<file path="src/rtl/arm_pkg.sv">
// Shared types and constants for the ARM data-processing execute sequencer.
// Holds the FSM state encoding, ALU opcode map, condition codes and NZCV bit positions.
package arm_pkg;

   typedef enum logic [2:0] {
      StIdle,
      StCond,
      StRead,
      StExec,
      StWb
   } seq_state_e;

   localparam logic [4:0] ALU_AND    = 5'h00;
   localparam logic [4:0] ALU_EOR    = 5'h01;
   localparam logic [4:0] ALU_SUB    = 5'h02;
   localparam logic [4:0] ALU_RSB    = 5'h03;
   localparam logic [4:0] ALU_ADD    = 5'h04;
   localparam logic [4:0] ALU_ADC    = 5'h05;
   localparam logic [4:0] ALU_SBC    = 5'h06;
   localparam logic [4:0] ALU_RSC    = 5'h07;
   localparam logic [4:0] ALU_TST    = 5'h08;
   localparam logic [4:0] ALU_TEQ    = 5'h09;
   localparam logic [4:0] ALU_CMP    = 5'h0A;
   localparam logic [4:0] ALU_CMN    = 5'h0B;
   localparam logic [4:0] ALU_ORR    = 5'h0C;
   localparam logic [4:0] ALU_MOV    = 5'h0D;
   localparam logic [4:0] ALU_BIC    = 5'h0E;
   localparam logic [4:0] ALU_MVN    = 5'h0F;
   localparam logic [4:0] ALU_BYPASS = 5'h10;

   localparam logic [3:0] COND_EQ = 4'h0;
   localparam logic [3:0] COND_NE = 4'h1;
   localparam logic [3:0] COND_CS = 4'h2;
   localparam logic [3:0] COND_CC = 4'h3;
   localparam logic [3:0] COND_MI = 4'h4;
   localparam logic [3:0] COND_PL = 4'h5;
   localparam logic [3:0] COND_VS = 4'h6;
   localparam logic [3:0] COND_VC = 4'h7;
   localparam logic [3:0] COND_HI = 4'h8;
   localparam logic [3:0] COND_LS = 4'h9;
   localparam logic [3:0] COND_GE = 4'hA;
   localparam logic [3:0] COND_LT = 4'hB;
   localparam logic [3:0] COND_GT = 4'hC;
   localparam logic [3:0] COND_LE = 4'hD;
   localparam logic [3:0] COND_AL = 4'hE;
   localparam logic [3:0] COND_NV = 4'hF;

   localparam int unsigned FLAG_N = 3;
   localparam int unsigned FLAG_Z = 2;
   localparam int unsigned FLAG_C = 1;
   localparam int unsigned FLAG_V = 0;

   // TST/TEQ/CMP/CMN occupy opcodes 10xx: flags only, never a register write.
   function automatic logic is_test_op(input logic [3:0] opc);
      return opc[3:2] == 2'b10;
   endfunction

   function automatic logic [4:0] alu_op_map(input logic [3:0] opc);
      return ({1'b0, opc} == ALU_MOV) ? ALU_BYPASS : {1'b0, opc};
   endfunction

endpackage

</file>
<file path="src/rtl/arm_cond_check.sv">
// Combinational ARM condition-code evaluator: decides whether an instruction executes
// given its cond field and the current NZCV flags.
module arm_cond_check
   import arm_pkg::*;
(
   input  logic [3:0] cond,
   input  logic [3:0] nzcv,
   output logic       pass
);

   logic n, z, c, v;

   assign n = nzcv[FLAG_N];
   assign z = nzcv[FLAG_Z];
   assign c = nzcv[FLAG_C];
   assign v = nzcv[FLAG_V];

   always_comb begin
      pass = 1'b0;
      unique case (cond)
         COND_EQ: pass = z;
         COND_NE: pass = ~z;
         COND_CS: pass = c;
         COND_CC: pass = ~c;
         COND_MI: pass = n;
         COND_PL: pass = ~n;
         COND_VS: pass = v;
         COND_VC: pass = ~v;
         COND_HI: pass = c & ~z;
         COND_LS: pass = ~c | z;
         COND_GE: pass = (n == v);
         COND_LT: pass = (n != v);
         COND_GT: pass = ~z & (n == v);
         COND_LE: pass = z | (n != v);
         COND_AL: pass = 1'b1;
         COND_NV: pass = 1'b0;
      endcase
   end

endmodule

</file>
<file path="src/rtl/arm_dp_sequencer.sv">
// Multi-cycle execute controller for ARM data-processing instructions. Walks each accepted
// instruction through condition check, operand read, ALU drive and writeback; owns NZCV.
module arm_dp_sequencer
   import arm_pkg::*;
#(
   parameter int unsigned DATA_W   = 32,
   parameter int unsigned REG_AW   = 4,
   parameter int unsigned ALU_OP_W = 5
) (
   input  logic                clk,
   input  logic                reset,
   input  logic                instr_valid,
   input  logic [31:0]         instr,
   output logic                instr_ready,
   output logic                done,
   output logic [REG_AW-1:0]   rf_ra,
   output logic [REG_AW-1:0]   rf_rb,
   input  logic [DATA_W-1:0]   rf_da,
   input  logic [DATA_W-1:0]   rf_db,
   output logic                rf_we,
   output logic [REG_AW-1:0]   rf_wa,
   output logic [DATA_W-1:0]   rf_wd,
   output logic                pc_wr,
   output logic [DATA_W-1:0]   alu_a,
   output logic [DATA_W-1:0]   alu_b,
   output logic [ALU_OP_W-1:0] alu_op,
   output logic                alu_s,
   output logic                alu_oe,
   output logic [3:0]          alu_flags,
   input  logic [DATA_W-1:0]   alu_res,
   input  logic [3:0]          alu_flags_o,
   output logic [3:0]          flags
);

   seq_state_e  state;
   logic [31:0] instr_q;
   logic [3:0]  res_flags_q;

   logic [3:0] f_cond;
   logic       f_imm;
   logic [3:0] f_opc;
   logic       f_s;
   logic [3:0] f_rn;
   logic [3:0] f_rd;
   logic [3:0] f_rm;
   logic       test_op;
   logic       flag_upd;
   logic       cond_pass;

   assign f_cond   = instr_q[31:28];
   assign f_imm    = instr_q[25];
   assign f_opc    = instr_q[24:21];
   assign f_s      = instr_q[20];
   assign f_rn     = instr_q[19:16];
   assign f_rd     = instr_q[15:12];
   assign f_rm     = instr_q[3:0];
   assign test_op  = is_test_op(f_opc);
   assign flag_upd = f_s | test_op;

   // Rotate-right of the zero-extended imm8 by twice the rot field; the low half of the
   // doubled vector shifted right is exactly the rotation.
   logic [DATA_W-1:0]   imm_ext;
   logic [4:0]          rot_amt;
   logic [2*DATA_W-1:0] imm_dbl;
   logic [DATA_W-1:0]   imm_rot;

   assign imm_ext = DATA_W'(instr_q[7:0]);
   assign rot_amt = {instr_q[11:8], 1'b0};
   assign imm_dbl = {imm_ext, imm_ext} >> rot_amt;
   assign imm_rot = imm_dbl[DATA_W-1:0];

   logic unused_bits;
   assign unused_bits = ^{instr_q[27:26], imm_dbl[2*DATA_W-1:DATA_W]};

   arm_cond_check u_cond_check (
      .cond (f_cond),
      .nzcv (flags),
      .pass (cond_pass)
   );

   always_ff @(posedge clk or posedge reset) begin
      if (reset) begin
         state       <= StIdle;
         instr_q     <= '0;
         res_flags_q <= '0;
         flags       <= '0;
         instr_ready <= 1'b1;
         done        <= 1'b0;
         rf_ra       <= '0;
         rf_rb       <= '0;
         rf_we       <= 1'b0;
         rf_wa       <= '0;
         rf_wd       <= '0;
         pc_wr       <= 1'b0;
         alu_a       <= '0;
         alu_b       <= '0;
         alu_op      <= '0;
         alu_s       <= 1'b0;
         alu_oe      <= 1'b0;
         alu_flags   <= '0;
      end else begin
         // Strobes are single-cycle; only the state that owns them re-asserts them.
         done   <= 1'b0;
         rf_we  <= 1'b0;
         pc_wr  <= 1'b0;
         alu_oe <= 1'b0;
         alu_s  <= 1'b0;

         unique case (state)
            StIdle: begin
               if (instr_valid && instr_ready) begin
                  instr_q     <= instr;
                  instr_ready <= 1'b0;
                  state       <= StCond;
               end
            end

            StCond: begin
               if (cond_pass) begin
                  rf_ra <= REG_AW'(f_rn);
                  rf_rb <= REG_AW'(f_rm);
                  state <= StRead;
               end else begin
                  done        <= 1'b1;
                  instr_ready <= 1'b1;
                  state       <= StIdle;
               end
            end

            StRead: begin
               alu_a     <= rf_da;
               alu_b     <= f_imm ? imm_rot : rf_db;
               alu_op    <= ALU_OP_W'(alu_op_map(f_opc));
               alu_flags <= flags;
               alu_oe    <= 1'b1;
               alu_s     <= flag_upd;
               rf_ra     <= '0;
               rf_rb     <= '0;
               state     <= StExec;
            end

            StExec: begin
               res_flags_q <= alu_flags_o;
               rf_we       <= ~test_op;
               rf_wa       <= REG_AW'(f_rd);
               rf_wd       <= alu_res;
               pc_wr       <= ~test_op & (f_rd == 4'hF);
               done        <= 1'b1;
               alu_a       <= '0;
               alu_b       <= '0;
               alu_op      <= '0;
               alu_flags   <= '0;
               state       <= StWb;
            end

            StWb: begin
               // Committed at the end of WB so the next instruction's COND sees it.
               if (flag_upd) begin
                  flags <= res_flags_q;
               end
               rf_wa       <= '0;
               rf_wd       <= '0;
               instr_ready <= 1'b1;
               state       <= StIdle;
            end

            default: begin
               instr_ready <= 1'b1;
               state       <= StIdle;
            end
         endcase
      end
   end

endmodule
</file>
<file path="config.mk">
export PLATFORM = sky130hd
export DESIGN_NAME = arm_dp_sequencer
export DESIGN_NICKNAME = d
export VERILOG_FILES = /design/src/rtl/arm_pkg.sv /design/src/rtl/arm_cond_check.sv /design/src/rtl/arm_dp_sequencer.sv
export SDC_FILE = /design/constraint.sdc
export NUM_CORES = 1
export LEC_CHECK = 0
export CAP_MARGIN = 0
export CORE_MARGIN = 2
export CORE_UTILIZATION = 40
export CTS_BUF_LIST = sky130_fd_sc_hd__clkbuf_16
export DETAILED_ROUTE_END_ITERATION = 8
export DONT_BUFFER_PORTS = 1
export GPL_ROUTABILITY_DRIVEN = 0
export GPL_TIMING_DRIVEN = 0
export HOLD_SLACK_MARGIN = 0.12
export PLACE_DENSITY_LB_ADDON = 0.15
export SLEW_MARGIN = 20
export SYNTH_ARGS = -nofsm -noshare
export SYNTH_HDL_FRONTEND = slang
export SYNTH_SLANG_ARGS = --single-unit
</file>
<file path="constraint.sdc">
create_clock -name clk -period 10.2 [get_ports clk]
set_clock_uncertainty 0.05 [all_clocks]
set_input_delay 2.55 -clock clk [delete_from_list [all_inputs] [get_ports clk]]
set_output_delay 2.55 -clock clk [all_outputs]
set_load 0.05 [all_outputs]
</file>
==> metrics.yaml, run 1 <==
status:
  status: "completed"
setup_path:
  critPathKind: "reg -> out"
  critPathLaunch: "flags[1]"
  crit_required_ns: 7.60
  cp-end-kind: "output pin"
  cp-start-kind: "flop"
  path_max_fanout: 7
  critPathArrivalTime_ns: 1.20
  r2r_start: "flags[1]"
route:
  drt_iter0_drc: 340
  vias_per_cell: 5.73
  detail-route-antenna-nets: 0
  vias: 4940
  drcViolationCount: 0
  wl_per_cell_um: 21.7
  firstDrtPassIters: 6
  wl_um: 18700
clock_tree:
  cts.path.max_buffers: 2
  cts_tree: "built"
  cts-buffers-inserted: 17
  ctsResizeCount: 0
  cts_hold_buffers: 0
  ctsRootBufferMaster: "clkbuf_16"
  clk_pin_slew_worst_paths_ns: 0.07
  cts_setup_buffers: 0
  cts_sinks: 164
  clk_latency_ns: 0.41
  htree_levels: 4
timing:
  fin_crit_ns: 3.80
  max_slew_margin_pct: 55.0
  hold_viol_final: 0
  fmax_mhz: 263
  timing.setup.tns_ns: 0
  fin_ws_ns: 6.40
  rsz0062_at_grt: "no"
  period_share_pct: 37.2
  slew_viol_final: 0
  setup_viol: 0
  worst_pin_slew_ns: 0.675
grt:
  grt_use_total_pct: 20.6
  grt_max_degree: 92
  grt-ovfl-total: 0
  grt_pass1_vias: 5090
  antenna_found_initial: 0
  grt_pass1_wl_um: 28700
logic_synthesis:
  async_flop_share_pct: 100
  synth_compound_area_share_pct: 20.2
  synth_top_family_by_area: "compound AO/OA/AOI/OAI gates"
  ys_ff_latch: 164
  synth_nets: 739
  synthesis.area_mm2: 0.00694
  synth.distinct_cells: 45
  synth-edff-count: 0
  yosys_most_used_dff: "dfrtp_1"
  synth_adder_area_share_pct: 0
  synthSimpleGateAreaFrac_pct: 9.44
  muxShareOfSynthArea_pct: 7.03
  yosysWarnings: 0
  synthCells: 604
  ys_seq_area_share_pct: 59.1
  syn_avg_cell_area_um2: 11.5
  synthXorXnorAreaFrac_pct: 0.126
power_and_ir_drop:
  power_frac_comb_pct: 1.1
  p_switching_mw: 0.303
  finalPower_mw: 1.30
  peakVddDrop_uv: 106
  sw_frac_of_total_pct: 23.3
  internal-power_mw: 1.00
  p_seq_share_pct: 49.8
  power_density_mw_per_mm2: 166
  p_leak_nw: 3.69
  power_frac_clock_pct: 49.1
floorplan:
  fp.dieW_um: 136
  core_mm2: 0.0171
  initial_core_util_pct: 40.6
  io-pin-count: 262
  row_count: 48
  dieArea_mm2: 0.0184
  die_y_um: 136
layout:
  multiInputGateArea_mm2: 0.00256
  layout_commonest_cell: "dfrtp_1"
  fin_area_mm2: 0.00785
  finish.utilization_pct: 45.8
  drive_gt1_share_pct: 14.0
  syn_to_final_growth_pct: 13.0
  fin_nets: 759
  fillers: 1606
  final_cell_mix: "dfrtp_1 (163), a22o_1 (89), nand2_1 (59)"
  seq_area_mm2: 0.00411
  diodes: 0
run:
  maxCapViolations: 0
place:
  dpl.hpwl_um: 14000
  io_buffers: 0
  place_ws_ns: 6.14
  detailed_place.area_mm2: 0.00726
worst_hold_path:
  hold_class: "reg -> reg"
  hp-start: "res_flags_q[3]"
==> power by group through the flow <==
stage	Sequential (mW)	Clock, mW	Combinational (mW)
floorplan	0.663	0	0.0104
global placement	0.663	0	0.0132
detailed placement	0.662	0	0.0156
CTS	0.650	0.654	0.0155
global route	0.650	0.685	0.0172
finish	0.650	0.640	0.0144
==> layout make-up <==
class / count / share of cell area, %
plain buffers: 47 / 2.74
clock buffers: 17 / 5.42
clock inverters: 15 / 2.09
inverters: 17 / 0.909
multi-input cells: 376 / 32.6
flip-flops and latches: 164 / 52.3
well taps: 225 / 3.59
repair buffers: 1 / 0.351
==> flip-flops by register name, indices dropped and copies added, names as in the netlist, 3 cells and up <==
signal,flops
rf_ra,4
res_flags_q,4
rf_wa,4
alu_op,5
flags,4
rf_wd,32
alu_b,32
state,3
rf_rb,4
alu_a,32
instr_q,30
alu_flags,4
==> cell usage after synthesis, drive strengths merged (4+ instances only) <==
| cell type | instances | area, um^2 |
|---|---|---|
| nor2b | 17 | 106 |
| nand2 | 59 | 221 |
| nor2 | 23 | 91.3 |
| nor3 | 14 | 80.1 |
| a21oi | 20 | 100 |
| a22o | 90 | 790 |
| o21ai | 41 | 205 |
| nand3 | 11 | 55.1 |
| a2bb2oi | 6 | 52.6 |
| dfrtp | 163 | 4080 |
| clkbuf | 27 | 105 |
| mux2 | 30 | 338 |
| mux2i | 15 | 150 |
| nand2b | 6 | 37.5 |
| inv | 17 | 63.8 |
| a22oi | 4 | 30.0 |
| a31oi | 12 | 75.1 |
| buf | 20 | 110 |
==> cells by family (layout without fill, tap and decap cells) <==
logic type | count (synthesis) | in the layout
simple gates | 140 | 140
xor+xnor | 1 | 1
mux | 45 | 45
buf+inv | 64 | 97
compound gates | 190 | 190
flops | 164 | 164
==> routing by layer <==
metal,track usage (%),vias to the layer above,wire [um]
met5,0,-,0
met4,6.31,0,360
met3,8.68,21,1950
met2,33.3,240,8930
met1,25.0,2445,7500
li1,-,2234,-
==> worst min-delay path, stage by stage (launching register included) <==
cell and delay (ns):
dfrtp_1 0.35, nand2_1 0.05, nand2_1 0.05
==> final timing paths <==
kind,endpoint,slack [ns],depth (start not counted)
max,flags[1],6.40,0
min,res_flags_q[3],0.43,2
max reg2reg,rf_ra[3],7.87,6
min reg2reg,res_flags_q[3],0.43,2
max in group asynchronous,alu_a[4],7.31,2
min in group asynchronous,rf_wd[29],1.96,1
==> stage by stage <==
stage	instances	hold WS [ns]
2_1_floorplan	604	0.392
3_3_place_gp	829	0.416
3_5_place_dp	830	0.421
4_1_cts	862	0.438
5_1_grt	862	0.465
6_report	862	0.431
No activity file was read; power rests on OpenSTA's default activity.
==> run 2: changes to the inputs <==
==> constraint.sdc (replaced) <==
create_clock -name clk -period 3.6 [get_ports clk]
set_clock_uncertainty 0.05 [all_clocks]
set_input_delay 0.9 -clock clk [delete_from_list [all_inputs] [get_ports clk]]
set_output_delay 0.9 -clock clk [all_outputs]
set_load 0.05 [all_outputs]
==> metrics.yaml, run 2 (synthesis results as in run 1) <==
status:
  status: "completed"  # unchanged
clock_tree:
  cts_sinks: 164  # unchanged
  ctsResizeCount: 0  # unchanged
  cts_tree: "built"  # unchanged
  ctsRootBufferMaster: "clkbuf_16"  # unchanged
  cts_hold_buffers: 0  # unchanged
  htree_levels: 4  # unchanged
  cts-buffers-inserted: 17  # unchanged
  clk_pin_slew_worst_paths_ns: 0.07  # about the same
  clk_latency_ns: 0.41  # about the same
  cts.path.max_buffers: 2  # unchanged
  cts_setup_buffers: 0  # unchanged
run:
  maxCapViolations: 0  # unchanged
route:
  firstDrtPassIters: 4  # was 6
  vias: 5014  # was 4940
  wl_per_cell_um: 21.7  # about the same
  vias_per_cell: 5.79  # was 5.73
  wl_um: 18800  # was 18700 um
  drcViolationCount: 0  # unchanged
  drt_iter0_drc: 329  # was 340
  detail-route-antenna-nets: 0  # unchanged
layout:
  drive_gt1_share_pct: 14.5  # was 14.0%
  layout_commonest_cell: "dfrtp_1"  # unchanged
  largestRegisters: "alu_a: 32 flops, alu_b: 32 flops, rf_wd: 32 flops"  # unchanged
  fin_nets: 763  # was 759
  fillers: 1600  # was 1606
  final_cell_mix: "dfrtp_1 (163), a22o_1 (89), nand2_1 (59)"  # unchanged
  finish.utilization_pct: 46.3  # was 45.8%
  diodes: 0  # unchanged
  syn_to_final_growth_pct: 14.2  # was 13.0%
place:
  dpl.hpwl_um: 14300  # was 14000 um
  io_buffers: 0  # unchanged
timing:
  setup_viol: 0  # unchanged
  rsz0062_at_grt: "no"  # unchanged
  max_slew_margin_pct: 55.0  # about the same
  hold_viol_final: 0  # unchanged
  fmax_mhz: 426
  period_share_pct: 65.2
  slew_viol_final: 0  # unchanged
  holdWs_ns: 0.280  # was 0.431 ns
  worst_pin_slew_ns: 0.675  # about the same
  fin_crit_ns: 2.35
grt:
  grt_use_total_pct: 20.3  # was 20.6%
  grt-ovfl-total: 0  # unchanged
  grt_pass1_vias: 5148  # was 5090
  antenna_found_initial: 0  # unchanged
  grt_pass1_wl_um: 28500  # was 28700 um
  grt_max_degree: 35  # was 92
floorplan:
  initial_core_util_pct: 40.6  # unchanged
  row_count: 48  # unchanged
  core_mm2: 0.0171  # unchanged
  die_y_um: 136  # unchanged
  fp.dieW_um: 136  # unchanged
  io-pin-count: 262  # unchanged
  dieArea_mm2: 0.0184  # unchanged
setup_path:
  worst-r2r-cell-count: 6  # unchanged
  cp-start-kind: "flop"  # unchanged
  critPathKind: "reg -> reg"  # was reg -> out
  crit_required_ns: 3.88  # was 7.60 ns
  cp-end-kind: "flop"  # was output pin
  critPathArrivalTime_ns: 2.63  # was 1.20 ns
  path_max_fanout: 9  # was 7
power_and_ir_drop:
  peakVddDrop_uv: 300  # was 106 uV
  power_density_mw_per_mm2: 471  # was 166 mW/mm^2
  power_frac_clock_pct: 49.3  # was 49.1%
  p_seq_share_pct: 49.4  # was 49.8%
  sw_frac_of_total_pct: 22.3  # was 23.3%
  power_frac_comb_pct: 1.4  # was 1.1%
  internal-power_mw: 2.90  # was 1.00 mW
  finalPower_mw: 3.73  # was 1.30 mW
  p_switching_mw: 0.831  # was 0.303 mW
  p_leak_nw: 3.74  # was 3.69 nW
worst_hold_path:
  hold_class: "in -> async"  # was reg -> reg
==> run 2: changes by cell type in the layout (fill, tap and decap cells not counted) <==
cell	previous run	this run
clkinv_4	1	0
inv_8	6	3
buf_12	0	4
clkinv_8	1	0
inv_1	15	16
bufinv_16	1	2
inv_6	3	5
clkinv_2	0	2
clkinv_1	1	0
==> run 2: critical path: stages (launching register included) <==
cell and delay, ns:
dfrtp_1 0.64, mux2_2 0.39, o211a_1 0.22, o41ai_2 0.40, a2111o_1 0.19, buf_6 0.16
mux2i_1 0.22
==> run 2: power by group through the flow <==
| stage | clock (mW) | combinational [mW] | sequential, mW |
|---|---|---|---|
| final | 1.84 | 0.0510 | 1.84 |
| after detailed placement | 0 | 0.0545 | 1.88 |
| after floorplan | 0 | 0.0297 | 1.88 |
| after CTS | 1.89 | 0.0543 | 1.84 |
| after global placement | 0 | 0.0383 | 1.88 |
| after global routing | 1.97 | 0.0593 | 1.84 |
==> run 2: layout make-up <==
class / count / area [um^2] / share of cell area, %
timing repair buffer: 5 / 108 / 1.36
inverter: 17 / 67.6 / 0.852
buffer: 47 / 215 / 2.72
tap: 225 / 282 / 3.55
sequential: 164 / 4110 / 51.8
multi-input combinational: 376 / 2560 / 32.3
clock inverter: 15 / 166 / 2.10
clock buffer: 17 / 425 / 5.37
==> run 2: metrics by stage <==
step / instance area (um^2) / setup slack (ns) / cells / TNS [ns]
after detailed placement: 7330 / 1.19 / 834 / 0
after CTS: 7930 / 1.24 / 866 / 0
after floorplan: 6950 / 0.566 / 604 / 0
final: 7930 / 1.25 / 866 / 0
after global placement: 7230 / -0.188 / 829 / -28.77
after global routing: 7930 / 1.08 / 866 / 0
==> run 2: worst paths after layout <==
| path | endpoint | start | slack, ns |
|---|---|---|---|
| max | rf_rb[1] | flags[1] | 1.25 |
| min | instr_q[5] | reset | 0.28 |
| max reg2reg | rf_rb[1] | flags[1] | 1.25 |
| min reg2reg | res_flags_q[2] | res_flags_q[2] | 0.44 |
| max in group asynchronous | instr_ready | reset | 2.44 |
| min in group clk | res_flags_q[2] | res_flags_q[2] | 0.44 |
==> run 2: routing by layer <==
layer	GRT usage (%)	vias to the layer above	wire length (um)
met5	0	-	0
met4	7.06	0	404
li1	-	2247	-
met3	8.72	24	2050
met1	24.2	2498	7460
met2	32.9	245	8910
==> run 3: changes to the inputs <==
==> constraint.sdc (replaced) <==
create_clock -name clk -period 2 [get_ports clk]
set_clock_uncertainty 0.05 [all_clocks]
set_input_delay 0.5 -clock clk [delete_from_list [all_inputs] [get_ports clk]]
set_output_delay 0.5 -clock clk [all_outputs]
set_load 0.05 [all_outputs]
==> metrics.yaml, run 3 (synthesis results as in run 1) <==
floorplan:
  initial_core_util_pct: 40.6  # unchanged
  fp.dieW_um: 136  # unchanged
  dieArea_mm2: 0.0184  # unchanged
  io-pin-count: 262  # unchanged
  row_count: 48  # unchanged
  core_mm2: 0.0171  # unchanged
  die_y_um: 136  # unchanged
power_and_ir_drop:
  p_switching_mw: 1.50  # was 0.831 mW
  peakVddDrop_uv: 538  # was 300 uV
  internal-power_mw: 5.22  # was 2.90 mW
  power_density_mw_per_mm2: 832  # was 471 mW/mm^2
  finalPower_mw: 6.73  # was 3.73 mW
  power_frac_comb_pct: 1.4  # about the same
  p_seq_share_pct: 49.3  # was 49.4%
  p_leak_nw: 3.81  # was 3.74 nW
  sw_frac_of_total_pct: 22.3  # about the same
  power_frac_clock_pct: 49.3  # about the same
place:
  io_buffers: 0  # unchanged
  place_ws_ns: -0.335  # was 1.19 ns
  dpl.hpwl_um: 14300  # unchanged
  detailed_place.area_mm2: 0.00733  # unchanged
timing:
  setup_viol: 9  # was 0
  fin_ws_ns: -0.0813  # was 1.25 ns
  rsz0062_at_grt: "yes"  # was no
  worst_pin_slew_ns: 0.610  # was 0.675 ns
  fin_crit_ns: 2.08  # was 2.35 ns
  slew_viol_final: 0  # unchanged
  hold_viol_final: 0  # unchanged
  period_share_pct: 104  # was 65.2%
  fmax_mhz: 480  # was 426 MHz
  holdWs_ns: 0.154  # was 0.280 ns
  max_slew_margin_pct: 59.3  # was 55.0%
route:
  firstDrtPassIters: 5  # was 4
  detail-route-antenna-nets: 0  # unchanged
  vias_per_cell: 5.76  # was 5.79
  vias: 5025  # was 5014
  drcViolationCount: 0  # unchanged
  wl_um: 19100  # was 18800 um
  drt_iter0_drc: 343  # was 329
  wl_per_cell_um: 21.9  # was 21.7 um
grt:
  grt_pass1_vias: 5190  # was 5148
  grt_use_total_pct: 20.6  # was 20.3%
  grt_pass1_wl_um: 28900  # was 28500 um
  grt-ovfl-total: 0  # unchanged
  grt_max_degree: 35  # unchanged
  antenna_found_initial: 0  # unchanged
setup_path:
  path_buf_inv: 1  # unchanged
  critical_path.slowest_cell: "dfrtp_4"  # was dfrtp_1
  critPathArrivalTime_ns: 2.36  # was 2.63 ns
  cp-end-kind: "flop"  # unchanged
  cp-start-kind: "flop"  # unchanged
  crit_required_ns: 2.28  # was 3.88 ns
  cp_cell_sequence: "mux2_2, o211a_1, o41ai_4, a2111o_1, buf_6, mux2i_1"  # was mux2_2, o211a_1, o41ai_2, a2111o_1, buf_6, mux2i_1
  critPathKind: "reg -> reg"  # unchanged
  rrSetupSlack_ns: -0.08  # was 1.25 ns
  cpPeakStageDelay_ns: 0.59  # was 0.64 ns
  path_max_fanout: 7  # was 9
  critical_path.top_delay_family: "compound AO/OA/AOI/OAI gates"  # unchanged
layout:
  drive_gt1_share_pct: 18.7  # was 14.5%
  diodes: 0  # unchanged
  layout_commonest_cell: "dfrtp_1"  # unchanged
  fin_nets: 770  # was 763
  fin_area_mm2: 0.00808  # was 0.00793 mm^2
  syn_to_final_growth_pct: 16.4  # was 14.2%
  largestRegisters: "alu_a: 32 flops, alu_b: 32 flops, rf_wd: 32 flops"  # unchanged
  finish.utilization_pct: 47.2  # was 46.3%
  final_cell_mix: "dfrtp_1 (158), a22o_1 (89), nand2_1 (58)"  # was dfrtp_1 (163), a22o_1 (89), nand2_1 (59)
status:
  status: "finished with violations"  # was completed
  violations: "setup timing"
clock_tree:
  cts.path.max_buffers: 2  # unchanged
  ctsRootBufferMaster: "clkbuf_16"  # unchanged
  cts-buffers-inserted: 17  # unchanged
  htree_levels: 4  # unchanged
  clk_pin_slew_worst_paths_ns: 0.07  # about the same
  clk_latency_ns: 0.41  # about the same
  cts_tree: "built"  # unchanged
  cts_sinks: 164  # unchanged
run:
  maxCapViolations: 0  # unchanged
worst_hold_path:
  hold_class: "in -> reg"  # was in -> async
-- run 3: worst reg2reg max path, stage by stage, from the launching register on --
cell,delay [ns]
dfrtp_4,0.59
mux2_2,0.31
o211a_1,0.24
o41ai_4,0.25
a2111o_1,0.20
buf_6,0.16
mux2i_1,0.21
-- run 3: final timing paths --
kind                                startpoint              to  cells past startpoint
worst max register to register        flags[1]        rf_rb[2]                      6
max in group asynchronous                reset     instr_ready                      4
worst max-delay path                  flags[1]        rf_rb[2]                      6
worst min-delay path                 instr[11]     instr_q[11]                      2
worst min register to register  res_flags_q[2]  res_flags_q[2]                      2
min in group asynchronous                reset      instr_q[8]                      2
-- run 3: cell type report --
type / count / area (um^2)
plain buffers: 46 / 240
clock buffers: 17 / 425
well taps: 225 / 282
repair buffers: 13 / 175
inverters: 17 / 67.6
fillers: 1590 / 9040
flip-flops and latches: 164 / 4120
multi-input cells: 376 / 2610
clock inverters: 15 / 166
-- run 3: stage by stage --
step           setup TNS, ns  std cells
6_report              -0.568        873
3_3_place_gp         -235.17        829
2_1_floorplan        -104.09        604
5_1_grt                -1.43        873
4_1_cts               -0.778        872
3_5_place_dp          -12.06        834
-- run 3: timing repair --
| action | in CTS | in global routing |
|---|---|---|
| buffers inserted | 3 | 1 |
| endpoints found under the hold margin | 10 | 1 |
| hold buffers | 2 | 1 |
| gates resized for setup | 18 | 29 |
| cloned | 1 | 0 |
| endpoints found under the setup margin | 59 | 73 |
| pin swaps | 4 | 0 |
-- run 3: power groups by stage --
stage                     Combinational (mW)  Sequential (mW)  Clock (mW)
after detailed placement              0.0981             3.38           0
after floorplan                       0.0535             3.38           0
after global routing                   0.112             3.31        3.55
after global placement                0.0689             3.38           0
final                                 0.0972             3.32        3.31
after CTS                              0.101             3.31        3.40
-- run 3: routing by layer --
layer	track usage (%)	share of wire (%)	up-vias
met2	33.5	48	236
met4	7.29	2.2	0
met5	0	0	-
li1	-	-	2255
met1	24.5	39	2511
met3	8.87	11	23
